File: src/rtl/sysid_checker_pkg.sv
// Shared types and constants for the system ID check sequencer.
package sysid_checker_pkg;

   typedef enum logic [2:0] {
      ST_IDLE,
      ST_RD_ID,
      ST_WAIT_ID,
      ST_RD_TS,
      ST_WAIT_TS,
      ST_DONE
   } state_t;

   localparam logic        SYSID_ADDR_ID = 1'b0;
   localparam logic        SYSID_ADDR_TS = 1'b1;
   localparam logic [31:0] SYSID_DEF_ID  = 32'd0;
   localparam logic [31:0] SYSID_DEF_TS  = 32'd1355118694;
   localparam int          CTR_W         = 16;

endpackage

File: src/rtl/sysid_checker_wait_ctr.sv
// Loadable down-counter shared by the read-latency wait and the waitrequest timeout.
module sysid_checker_wait_ctr
   import sysid_checker_pkg::*;
(
   input  logic              clock,
   input  logic              reset,
   input  logic              load,
   input  logic [CTR_W-1:0]  load_val,
   input  logic              dec,
   output logic              tc
);

   logic [CTR_W-1:0] cnt;

   always_ff @(posedge clock or posedge reset) begin
      if (reset) begin
         cnt <= '0;
      end else if (load) begin
         cnt <= load_val;
      end else if (dec && (cnt != '0)) begin
         cnt <= cnt - 1'b1;
      end
   end

   assign tc = (cnt == '0);

endmodule

File: config.mk
export PLATFORM = sky130hd
export DESIGN_NAME = sysid_checker_wait_ctr
export DESIGN_NICKNAME = d
export VERILOG_FILES = /design/src/rtl/sysid_checker_pkg.sv /design/src/rtl/sysid_checker_wait_ctr.sv
export SDC_FILE = /design/constraint.sdc
export NUM_CORES = 1
export LEC_CHECK = 0
export CAP_MARGIN = 20
export CORE_ASPECT_RATIO = 0.75
export CORE_MARGIN = 8
export CORE_UTILIZATION = 45
export CTS_CLUSTER_SIZE = 14
export DETAILED_ROUTE_END_ITERATION = 8
export PLACE_DENSITY = 0.71
export SYNTH_ARGS = -nofsm -noshare
export SYNTH_HDL_FRONTEND = slang
export SYNTH_SLANG_ARGS = --single-unit
File: constraint.sdc
create_clock -name clock -period 2.8 [get_ports clock]
set_input_delay 0.56 -clock clock [delete_from_list [all_inputs] [get_ports clock]]
set_output_delay 0.56 -clock clock [all_outputs]
set_load 0.05 [all_outputs]
==> impl_metrics.ini <==
[sta]
fin_crit_ns = 2.69
grt_setup_unrepaired = no
finalCritPeriodShare = 0.961
finalSetupTns_ns = 0
hold_ws_ns = 0.592
max_freq_mhz = 372
finalHoldViolations = 0
timing.final.ws_setup_ns = 0.110
worst_slew_pin_slew_ns = 0.625
skew_ns = 0.00411
setup_viol = 0
slew_headroom = 0.579
maxSlewViolCount = 0

[synth]
ys_warn_count = 0
synth-async-reset-ratio = 1.00
avgSynthCellArea_um2 = 8.48
syn_area_mm2 = 0.00103
ys_ff_latch = 16
synth_flop_cell = dfrtp_1
synth_seq_area_share = 0.387
synth_cell_type_count = 39
synth_cells = 122
synth_nets = 143
synth_edf_count = 0

[clocking]
tritoncts = yes
cts_sinks = 16
cts_root_buf = clkbuf_4
cts_buffer_depth = 2
clkLatencyLatePin_ns = 0.29
postCtsHoldBufs = 0
clkTransAtPathRegs_ns = 0.09
numCtsBuffers = 3
htreeDepth = 1

[layout]
syn2layout_area_growth_pct = 30.1
reg.largest.list = cnt x16
largest_reg_flops = 16
final_util = 0.603
regArea_um2 = 400
fillers = 208
regMostFlops = cnt
multi_input_area_um2 = 608
final_area_mm2 = 0.00135
drive_above_1_share = 0.129
diodes = 0
nNetsFinal = 170

[placement]
hpwl_um = 1960
dpl_worst_slack_ns = 0.202
gp_congestion = 0.830
placed_area_mm2 = 0.00129
portBuffers = 20

[routing]
ant_nets = 0
drtIter0Drc = 48
wl_per_cell_um = 15.0
dr.pass1.iters = 4
avgViaCountPerCell = 5.85
finalWirelength_um = 2570
drc = 0
vias = 1006

[critical_path]
cp.required_ns = 2.24
cp_top_family = simple AND/OR/NAND/NOR gates
worstSetupStartpointType = flop
critPathMaxFanout = 8
endpoint_kind = output pin
crit_type = reg -> out
crit_chain = or4_1, or4_4, inv_4, buf_12
max_stage_delay_ns = 0.61
cpMaxStageDelayCell = or4_1
crit_arrival_ns = 2.13
critPathBufInv = 2

[grt]
antenna_found_initial = 0
grt_max_degree = 21
grt_pass1_wl_um = 4460
use_met1 = 0.166
grt_pass1_vias = 973
busiest_layer = met2
grt-ovfl-total = 0
use_met3 = 0.0559
grt_use_total = 0.133
gr-usage-met2 = 0.213

[power_and_ir_drop]
leakage_nw = 0.517
p_per_area_mw_per_mm2 = 401
ir_drop_mv = 0.221

[floorplan]
fp-row-count = 15
dieArea_mm2 = 0.00411
die_h_um = 57.5
core_area_mm2 = 0.00223
fp.dieW_um = 71.4
io_pins = 21
start_util = 0.463

[run]
maxCapViolCount = 0

[min_path]
hold_class = reg -> reg

[run_status]
status = finished, final reports clean
power breakdown:
part	total (mW)	internal, mW	switching (mW)
Sequential	0.286	0.254	0.0320
Clock	0.121	0.0501	0.0711
Combinational	0.133	0.0719	0.0607
Total	0.540	0.376	0.164
synthesized netlist by cell type (3+ instances only):
cell type,number,area share
a21oi_1,5,0.024
a31oi_1,5,0.030
clkbuf_1,3,0.011
dfrtp_1,16,0.39
inv_1,6,0.022
nand2_1,13,0.047
nand3_1,3,0.015
nand4_1,5,0.030
nor2_1,15,0.054
nor3_1,5,0.024
o21ai_0,6,0.029
or4_1,5,0.036
worst min-delay path: stages (launching register included):
cell and delay [ns]:
dfrtp_1 0.41, nand2_1 0.07, a31oi_1 0.07
kinds of logic after synthesis:
kind of cell / count (synthesis) / synth area share
XOR/XNOR: 3 / 0.0254
adder cells (fa/ha/maj): 1 / 0.0121
AND/OR/NAND/NOR: 60 / 0.318
flip-flops: 16 / 0.387
multiplexers: 1 / 0.00967
AO/OA/AOI/OAI: 30 / 0.207
buffers and inverters: 11 / 0.0411
cells in the final DEF, fill, tap and decap left out, types with 2 or more instances in the layout:
master            n
a21oi_1           5
a2bb2oi_1         2
a311o_1           2
a31oi_1           5
and2_1            2
buf_4             6
clkbuf_4          3
clkdlybuf4s50_1  19
dfrtp_1          16
inv_1             5
nand2_1          13
nand3_1           3
nand4_1           5
nor2_1           15
nor3_1            5
nor4_1            2
o21ai_0           6
o31ai_1           2
or3_1             2
or4_1             5
or4_4             2
xor2_1            2
what timing repair did:
| item | CTS | global route |
|---|---|---|
| setup endpoints to repair | 1 | 0 |
| setup buffers | 2 | 0 |
| endpoints found under the hold margin | 0 | 0 |
| resized for setup | 5 | 0 |
area by class of cell:
type,instances,area share
multi-input cells,95,0.452
repair buffers,26,0.190
flip-flops and latches,16,0.297
well taps,25,0.0232
inverters,7,0.0214
clock buffers,3,0.0167
metrics by stage:
| step | power [mW] | std cells |
|---|---|---|
| final | 0.540 | 172 |
| after global routing | 0.575 | 172 |
| after CTS | 0.546 | 172 |
| after detailed placement | 0.410 | 167 |
| after global placement | 0.405 | 167 |
| after floorplan | 0.356 | 122 |
metal layers:
metal	share of wire	wire, um
met5	0	0
met1	0.48	1230
met2	0.44	1140
met4	0.0039	10
met3	0.073	189
final timing paths:
kind                       slack, ns  startpoint  cells past startpoint  endpoint
max in group asynchronous       1.76       reset                      2    cnt[0]
hold / removal                  0.59     cnt[11]                      2   cnt[11]
hold reg to reg                 0.59     cnt[11]                      2   cnt[11]
setup / recovery                0.11      cnt[4]                      4        tc
setup reg to reg                0.50      cnt[9]                      5   cnt[13]
min in group asynchronous       0.64       reset                      2    cnt[5]
No activity file was read; power rests on OpenSTA's default activity.
